### src/rtl/mult_stage_pkg.sv
// Shared types and sizing for the PE multiply stage: control bundle, mode/state enums
// and the slice-count saturation helper.
package mult_stage_pkg;
  localparam int DWD     = 16;
  localparam int PSUMDWD = 32;
  localparam int PEROW   = 4;
  localparam int SLW     = 4;
  localparam int NSL     = DWD / SLW;
  localparam int SIW     = $clog2(NSL);
  localparam int NTW     = 3;

  typedef enum logic [2:0] {XNOR = 3'd0, P1, P2, P3, P4} ms_mode_e;
  typedef enum logic [1:0] {MS_IDLE, MS_CALC, MS_HOLD} ms_fsm_e;

  typedef struct packed {
    logic [3:0] ssctl;
    logic [3:0] ssppctl;
  } ms_out_ctl_t;

  typedef struct packed {
    logic [2:0]     mode;
    logic [NTW-1:0] inumt;
    logic [NTW-1:0] wnumt;
    logic [DWD-1:0] au_mask;
    ms_out_ctl_t    pass;
  } ms_ctl_t;

  // Zero means one slice; anything beyond the operand width saturates.
  function automatic logic [NTW-1:0] eff_numt(input logic [NTW-1:0] n);
    if (n == '0) return NTW'(1);
    if (n > NTW'(NSL)) return NTW'(NSL);
    return n;
  endfunction
endpackage

### src/rtl/mult_slice_lane.sv
// One PE row: SLW x SLW slice multiply with per-slice sign select, shifted accumulate,
// and the single-cycle XNOR/popcount dot loaded at accept.
module mult_slice_lane
  import mult_stage_pkg::*;
(
  input  logic               clk,
  input  logic               rst,
  input  logic               issue,
  input  logic               clr,
  input  logic               ld_xnor,
  input  logic [SIW-1:0]     ii,
  input  logic [SIW-1:0]     jj,
  input  logic [NTW-1:0]     inumt,
  input  logic [NTW-1:0]     wnumt,
  input  logic [DWD-1:0]     op_in,
  input  logic [DWD-1:0]     op_w,
  input  logic [DWD-1:0]     x_in,
  input  logic [DWD-1:0]     x_w,
  input  logic [DWD-1:0]     x_mask,
  output logic [PSUMDWD-1:0] acc
);
  logic [SLW-1:0]          si, sw;
  logic signed [SLW:0]     ai, aw;
  logic signed [2*SLW+1:0] p;
  logic [SIW:0]            sh;
  logic [PSUMDWD-1:0]      term, xv;

  // Only the top slice carries the sign; lower slices extend with zero.
  always_comb begin
    si   = op_in[SLW*ii +: SLW];
    sw   = op_w[SLW*jj +: SLW];
    ai   = {(NTW'(ii) == inumt - 1'b1) & si[SLW-1], si};
    aw   = {(NTW'(jj) == wnumt - 1'b1) & sw[SLW-1], sw};
    p    = ai * aw;
    sh   = {1'b0, ii} + {1'b0, jj};
    term = {{(PSUMDWD-2*SLW-2){p[2*SLW+1]}}, p} << (SLW*sh);
  end

  assign xv = PSUMDWD'(2*$countones(~(x_in ^ x_w) & x_mask) - $countones(x_mask));

  always_ff @(posedge clk) begin
    if (rst)          acc <= '0;
    else if (clr)     acc <= '0;
    else if (ld_xnor) acc <= xv;
    else if (issue)   acc <= acc + term;
  end
endmodule

### src/rtl/mult_stage.sv
// PE multiply stage: accepts one transaction, iterates slice pairs (or one-shot XNOR),
// then holds the result until the sum stage acknowledges.
module mult_stage
  import mult_stage_pkg::*;
(
  input  logic                            i_clk,
  input  logic                            i_rst,
  input  logic                            FS_rdy,
  output logic                            FS_ack,
  input  ms_ctl_t                         i_ctl,
  input  logic [PEROW-1:0][DWD-1:0]       i_input,
  input  logic [PEROW-1:0][DWD-1:0]       i_weight,
  input  logic [PEROW-1:0][PSUMDWD-1:0]   i_psum,
  output logic                            MS_rdy,
  input  logic                            MS_ack,
  output logic [PEROW-1:0][PSUMDWD-1:0]   o_prod,
  output logic [PEROW-1:0][PSUMDWD-1:0]   o_psum,
  output ms_out_ctl_t                     o_ctl
);
  ms_fsm_e                   state;
  logic [SIW-1:0]            ii, jj;
  logic [NTW-1:0]            inumt, wnumt;
  logic [PEROW-1:0][DWD-1:0] in_q, w_q;
  logic                      accept, is_x, is_off, issue, last_i, last_j;

  assign FS_ack = FS_rdy && (state == MS_IDLE);
  assign accept = FS_ack;
  assign is_x   = i_ctl.mode == XNOR;
  assign is_off = i_ctl.mode > P4;
  assign issue  = state == MS_CALC;
  assign last_i = NTW'(ii) == inumt - 1'b1;
  assign last_j = NTW'(jj) == wnumt - 1'b1;
  assign MS_rdy = state == MS_HOLD;

  always_ff @(posedge i_clk) begin
    if (i_rst) begin
      state  <= MS_IDLE;
      ii     <= '0;
      jj     <= '0;
      inumt  <= '0;
      wnumt  <= '0;
      in_q   <= '0;
      w_q    <= '0;
      o_psum <= '0;
      o_ctl  <= '0;
    end else begin
      case (state)
        MS_IDLE: if (accept) begin
          in_q   <= i_input;
          w_q    <= i_weight;
          o_psum <= i_psum;
          o_ctl  <= i_ctl.pass;
          inumt  <= eff_numt(i_ctl.inumt);
          wnumt  <= eff_numt(i_ctl.wnumt);
          ii     <= '0;
          jj     <= '0;
          // Disabled modes (>P4) finish immediately with a cleared product.
          state  <= (is_x || is_off) ? MS_HOLD : MS_CALC;
        end
        MS_CALC: begin
          if (last_j) begin
            jj <= '0;
            if (last_i) begin
              ii    <= '0;
              state <= MS_HOLD;
            end else begin
              ii <= ii + 1'b1;
            end
          end else begin
            jj <= jj + 1'b1;
          end
        end
        MS_HOLD: if (MS_ack) state <= MS_IDLE;
        default: state <= MS_IDLE;
      endcase
    end
  end

  for (genvar r = 0; r < PEROW; r++) begin : g_lane
    mult_slice_lane u_lane (
      .clk     (i_clk),
      .rst     (i_rst),
      .issue   (issue),
      .clr     (accept && !is_x),
      .ld_xnor (accept && is_x),
      .ii      (ii),
      .jj      (jj),
      .inumt   (inumt),
      .wnumt   (wnumt),
      .op_in   (in_q[r]),
      .op_w    (w_q[r]),
      .x_in    (i_input[r]),
      .x_w     (i_weight[r]),
      .x_mask  (i_ctl.au_mask),
      .acc     (o_prod[r])
    );
  end
endmodule

### config.mk
export PLATFORM = sky130hd
export DESIGN_NAME = mult_stage
export DESIGN_NICKNAME = d
export VERILOG_FILES = /design/src/rtl/mult_stage_pkg.sv /design/src/rtl/mult_slice_lane.sv /design/src/rtl/mult_stage.sv
export SDC_FILE = /design/constraint.sdc
export NUM_CORES = 2
export LEC_CHECK = 0
export ABC_AREA = 1
export CAP_MARGIN = 40
export CORE_MARGIN = 1.5
export CORE_UTILIZATION = 60
export DETAILED_ROUTE_END_ITERATION = 7
export PLACE_DENSITY = 0.95
export SLEW_MARGIN = 25
export SYNTH_ARGS = -nofsm -noshare
export SYNTH_HDL_FRONTEND = slang
export SYNTH_HIERARCHICAL = 1
export SYNTH_SLANG_ARGS = --single-unit
### constraint.sdc
create_clock -name i_clk -period 21.7 [get_ports i_clk]
set_clock_uncertainty 0.1 [all_clocks]
set_input_delay 2.17 -clock i_clk [delete_from_list [all_inputs] [get_ports i_clk]]
set_output_delay 2.17 -clock i_clk [all_outputs]
set_load 0.05 [all_outputs]
[Word-level counts from Yosys, hierarchy flattened]
Cells that the tools add are included.
Word-level totals
  bits in registers: 404
  output and inout bits: 266
  word-level logic and storage cells: 220
  input bits: 293
Operators by class
  multiplexer cells: 46
  add/sub/neg operators: 88
  magnitude comparators: 3
  reduce and logical (&&, ||, !) cells: 16
  multipliers: 4
  equal/unequal tests: 8
  bitwise operators: 20
  shifts and indexed selects: 12
Operators by type and width (count)
  $add 31x31->31: 28
  $add 32x32->32: 11
  $mux 32: 8
  $shiftx 16x5->4: 8
  $shl 32x5->32: 4
  $sub 32x32->32: 4
  $add 1x1->2: 40
  $and 16x16->16: 4
  $not 16->16: 4
  $xor 16x16->16: 4
  $mul 5x5->10: 4
  $mux 3: 8
  $mux 1: 18
  $mux 2: 9
  $gt 3x3->1 const B: 3
  $logic_not 3->1: 3
  $and 1x1->1: 8
  $pmux 2 s2: 2
  $eq 2x3->1: 2
  $ne 2x2->1 const B: 3
  $pmux 2 s3: 1
  $sub 3x1->3 const B: 2
  $add 2x1->2 const B: 2
  $reduce_and 2->1: 2
  other kinds (12): 15

[Depth between registers and ports, before layout]
  word-level depth: 11
  gate-level depth with buffers: 41
  gate-level depth less buffers: 40

[Hierarchy]
The synthesis kept the hierarchy.
Modules (own cells, without submodules)
  mult_stage: instances 1, area each 9703.1 um^2, cells an instance 1248, seq. area each 5525.3 um^2
  mult_slice_lane (g_lane[2].u_lane): instances 1, area each 6459.9 um^2, cells an instance 986, seq. area each 640.6 um^2
  mult_slice_lane (g_lane[1].u_lane): instances 1, area each 6451.2 um^2, cells an instance 979, seq. area each 640.6 um^2
  mult_slice_lane (g_lane[0].u_lane): instances 1, area each 6421.2 um^2, cells an instance 979, seq. area each 640.6 um^2
  mult_slice_lane (g_lane[3].u_lane): instances 1, area each 6398.6 um^2, cells an instance 994, seq. area each 640.6 um^2

[Worst setup path before layout]
OpenSTA, ideal clock, no wires.
  path kind: in2reg
  from: in i_weight[40] (netlist bit)
  to: reg g_lane[2].u_lane.acc[17]
  required time: 21530 ps
  arrival time: 9706 ps
  path slack: 11824 ps
  path buffers: 1
  library setup time: 70 ps
  stages: 36
  cells stage by stage: xnor2_1 nand2_1 fa_1 fa_1 fa_1 inv_1 ha_1 inv_1 fa_1 fa_1 inv_1 ha_1 inv_1 fa_1 or2_2 nand2_1 xor2_1 inv_1 ha_1 o21bai_1 fa_1 fa_1 inv_1 fa_1 inv_1 ha_1 nand2_1 nand2_1 a21oi_1 inv_1 a21oi_1 nand2_1 inv_2 a31oi_2 buf_6 a21oi_1
Between the ends
  word-level cells in the longest chain between the ends: 9
RTL lines
  start, declared: line mult_stage.sv:12  | input logic [PEROW-1:0][DWD-1:0] i_weight,
  $xor 16x16->16: line mult_slice_lane.sv:39  | assign xv = PSUMDWD'(2*$countones(~(x_in ^ x_w) & x_mask) - $countones(x_mask));
  $not 16->16: line mult_slice_lane.sv:39
  $and 16x16->16: line mult_slice_lane.sv:39
  $add 1x1->2 (implied by the code): line mult_slice_lane.sv:39
  $add 31x31->31 (implied by the code) (3 in a row): line mult_slice_lane.sv:39
  $sub 32x32->32: line mult_slice_lane.sv:39
  $mux 32: line mult_slice_lane.sv:44  | else if (ld_xnor) acc <= xv;
  end signal, assigned: line mult_slice_lane.sv:44
  end signal, assigned: line mult_slice_lane.sv:45  | else if (issue) acc <= acc + term;
  end, declared: line mult_slice_lane.sv:20  | output logic [PSUMDWD-1:0] acc
No other way between the ends.
A chain may end at the register's enable or synchronous reset.

[Worst setup path after layout]
  from: in i_ctl[16] (netlist bit)
  to: reg g_lane[0].u_lane.acc[17]
Between the ends
  word-level cells in the longest chain between the ends: 7
  elaborated cells on any way between the ends: 11
  classes of those cells: 9 x add/sub; 1 x mux; 1 x bitwise
RTL lines
  start, declared: line mult_stage.sv:10  | input ms_ctl_t i_ctl,
  $and 16x16->16: line mult_slice_lane.sv:39
  $add 1x1->2 (implied by the code): line mult_slice_lane.sv:39
  $add 31x31->31 (implied by the code) (3 in a row): line mult_slice_lane.sv:39
  $sub 32x32->32 (*): line mult_slice_lane.sv:39
  $mux 32 (*): line mult_slice_lane.sv:44
  end signal, assigned: line mult_slice_lane.sv:44
  end signal, assigned: line mult_slice_lane.sv:45
  end, declared: line mult_slice_lane.sv:20
Every way passes the cells marked *; elsewhere a longest branch is shown, timed or not.

==> run_results.csv <==
group,metric,value,unit
yosys,syn_area_per_cell,6.83,um2
yosys,yosysSeqAreaShare,0.228,
routing,route.detailed.drc,2,
pwr,intPower,3.19,mW
critical_path,cp-end-kind,"register",
floorplan,die_area,60500,um2
timing,slew_violations,0,
pwr,p_per_area,163,nW/um2
global_route,grt_use_total,0.422,
pwr,p_clk_frac,0.123,
yosys,synth_nets,5950,
critical_path,cp.required,22.05,ns
clocking,h-tree-depth,2,
finish,drive_above_1_share,0.0542,
routing,avgRoutedWirePerCell,20.2,um
yosys,syn_area,35400,um2
outcome,status,"complete, but fails checks",
pwr,combPwrFrac,0.703,
floorplan,die_h,246,um
worst_hold_path,hp-class,"reg2reg",
critical_path,crit_top_cell,"inv_1",
finish,layout_commonest_cell,"nor2_1",
job,maxCapViolations,0,
yosys,synth_top_area_frac,0.228,
floorplan,die_width,246,um
finish,layout_common_cells,"867 x nor2_1, 772 x nand2_1, 732 x inv_1",
finish,syn_to_final_growth,22.3,%
floorplan,rows,88,
timing,setup_viol,0,
floorplan,core,58000,um2
place,gp_congestion,1.05,
global_route,grt_max_degree,121,
pwr,ir_drop,0.000170,V
routing,vias_per_cell,5.90,
yosys,synth_edf_count,0,
clocking,clk_latency,0.63,ns
floorplan,initial_core_util,0.611,
finish,nets,6423,
critical_path,max_stage_delay,1.00,ns
place,dp_hpwl,103000,um
timing,fin_crit,11.08,ns
global_route,grt_pass1_vias,36500,
place,portBuffers,558,
global_route,grt_busiest_layer,"met2",
timing,whs,0.380,ns
yosys,ys.flop_type,"dfxtp_1",
timing,setup_tns,0,ns
critical_path,critPathMaxFanout,13,
floorplan,pin_count,559,
routing,drt-initial-drc-count,3445,
yosys,synth.distinct_cells,72,
timing,max_slew_margin,0.354,
clocking,cts_root_buffer,"clkbuf_16",
yosys,syn_inst,5186,
clocking,cts_post_setup_buffers_inserted,0,
critical_path,crit_type,"in2reg",
routing,num_vias,38200,
clocking,cts.sinks,404,
yosys,synth_seq_cells,404,
yosys,synth_area_leaders,"dfxtp_1 23%, ha_1 11%, fa_1 9.5%",
timing,max_freq,0.0903,GHz
global_route,antenna_found_initial,22,
clocking,ctsHoldBuffers,0,
clocking,numCtsBuffers,47,
global_route,met2_usage,0.683,
routing,detail_route.first_pass.iterations,8,
clocking,post_cts_resized,0,
critical_path,slowest_stage,"clkdlybuf4s50_1",
critical_path,arrival,11.43,ns
global_route,use_met3,0.103,
timing,rsz0062_at_grt,"no",
global_route,overflow,0,
critical_path,startpoint_type,"primary input",
routing,drt_wl_total,131000,um
timing,finalHoldViolations,0,
outcome,violations,"DRC",
clocking,clkTransAtPathRegs,0.06,ns
global_route,grt_pass1_wl,199000,um
timing,setup_slack,10.62,ns
pwr,netSwitchingPower,3.87,mW
clocking,clk_path_buf_depth,3,
timing,worst_pin_slew,0.966,ns
yosys,yosys.area.top_type,"dfxtp_1",
global_route,grt_use_met1,0.487,
pwr,leakagePower,19.7,nW
yosys,yosys_warnings,6,
pwr,seq_power_share,0.174,
place,dpl_worst_slack,10.14,ns
timing,period_share,0.511,
pwr,p_sw_frac,0.548,
yosys,synthArstFlopShare,0,
critical_path,r2r_slack,13.70,ns
clocking,cts_tree,"built",
routing,drt.antenna.violating_nets,0,
cells by family after synthesis:
family	after synthesis	synth area share
adders and majority gates	471	0.202
DFF	404	0.228
xor gates and xnor gates	121	0.0299
AOI/OAI and AO/OA	1211	0.191
and+or+nand+nor	2048	0.244
buffers and inverters	931	0.105
cell type report:
cell class / count / area [um2]
diodes: 21 / 52.6
clock buffers: 67 / 1380
clock inverters: 20 / 304
fillers: 4456 / 14700
inverters: 760 / 2880
multi-input cells: 3851 / 23700
flip-flops and latches: 404 / 8090
well taps: 765 / 957
repair buffers: 595 / 6010
cell usage after synthesis, drive strengths merged, types with 8 or more instances:
master / number
o21bai: 28
inv: 755
o211ai: 13
nor3: 35
o21ai: 619
o22ai: 8
clkbuf: 89
nor4: 14
o221a: 8
or2: 39
nand2: 810
a31oi: 25
a32oi: 28
buf: 82
a21oi: 423
a21boi: 11
nand3: 223
ha: 303
dfxtp: 404
nand4: 30
xnor2: 74
xor2: 47
nor2: 881
nand3b: 10
fa: 168
a21o: 15
power by group through the flow:
| stage | registers (mW) | logic, mW | clock network (mW) |
|---|---|---|---|
| 5_1_grt | 1.25 | 5.50 | 0.906 |
| 6_report | 1.23 | 4.96 | 0.871 |
| 2_1_floorplan | 1.74 | 2.96 | 0 |
| 3_3_place_gp | 1.22 | 4.60 | 0 |
| 4_1_cts | 1.22 | 4.87 | 0.873 |
| 3_5_place_dp | 1.23 | 4.82 | 0 |
state kept, by name, indices dropped and copies added, names as in the netlist:
signal and cells:
o_psum 128, o_ctl 8, wnumt 3, state 2, ii 2, g_lane.u_lane/acc 128, w_q 64, inumt 3
jj 2, in_q 64
final timing paths:
path	from	end	cells after the start
hold / removal	o_psum[102]$_SDFFE_PP0P_	o_psum[102]$_SDFFE_PP0P_	2
setup / recovery	i_ctl[16]	g_lane[0].u_lane/acc[17]$_SDFFE_PP0P_	37
hold reg to reg	o_psum[102]$_SDFFE_PP0P_	o_psum[102]$_SDFFE_PP0P_	2
setup reg to reg	jj[0]$_SDFFE_PP0P_	g_lane[3].u_lane/acc[18]$_SDFFE_PP0P_	32
worst max-delay path: cells and delay by family:
family / cells / cell delay [ns]
fa+ha+maj: 13 / 5.42
xor+xnor: 1 / 0.18
simple gates: 7 / 1.06
compound gates: 5 / 1.02
buf+inv: 11 / 1.56
layer usage:
layer / part of all wire / routed length, um / up-vias
met5: 0.00024 / 31 / -
met4: 0.082 / 10700 / 4
met3: 0.10 / 13400 / 610
met2: 0.45 / 59100 / 2221
met1: 0.37 / 47900 / 17600
li1: - / - / 17800
per-stage QoR:
step | util | instance area, um2 | std cells | total power, mW
2_1_floorplan | - | 35400 | 5186 | 4.69
3_3_place_gp | 0.712 | 41300 | 6359 | 5.82
3_5_place_dp | 0.715 | 41500 | 6369 | 6.05
4_1_cts | 0.744 | 43200 | 6456 | 6.96
5_1_grt | 0.747 | 43300 | 6480 | 7.65
6_report | 0.747 | 43300 | 6483 | 7.06
(Power assumes the default switching activity.)
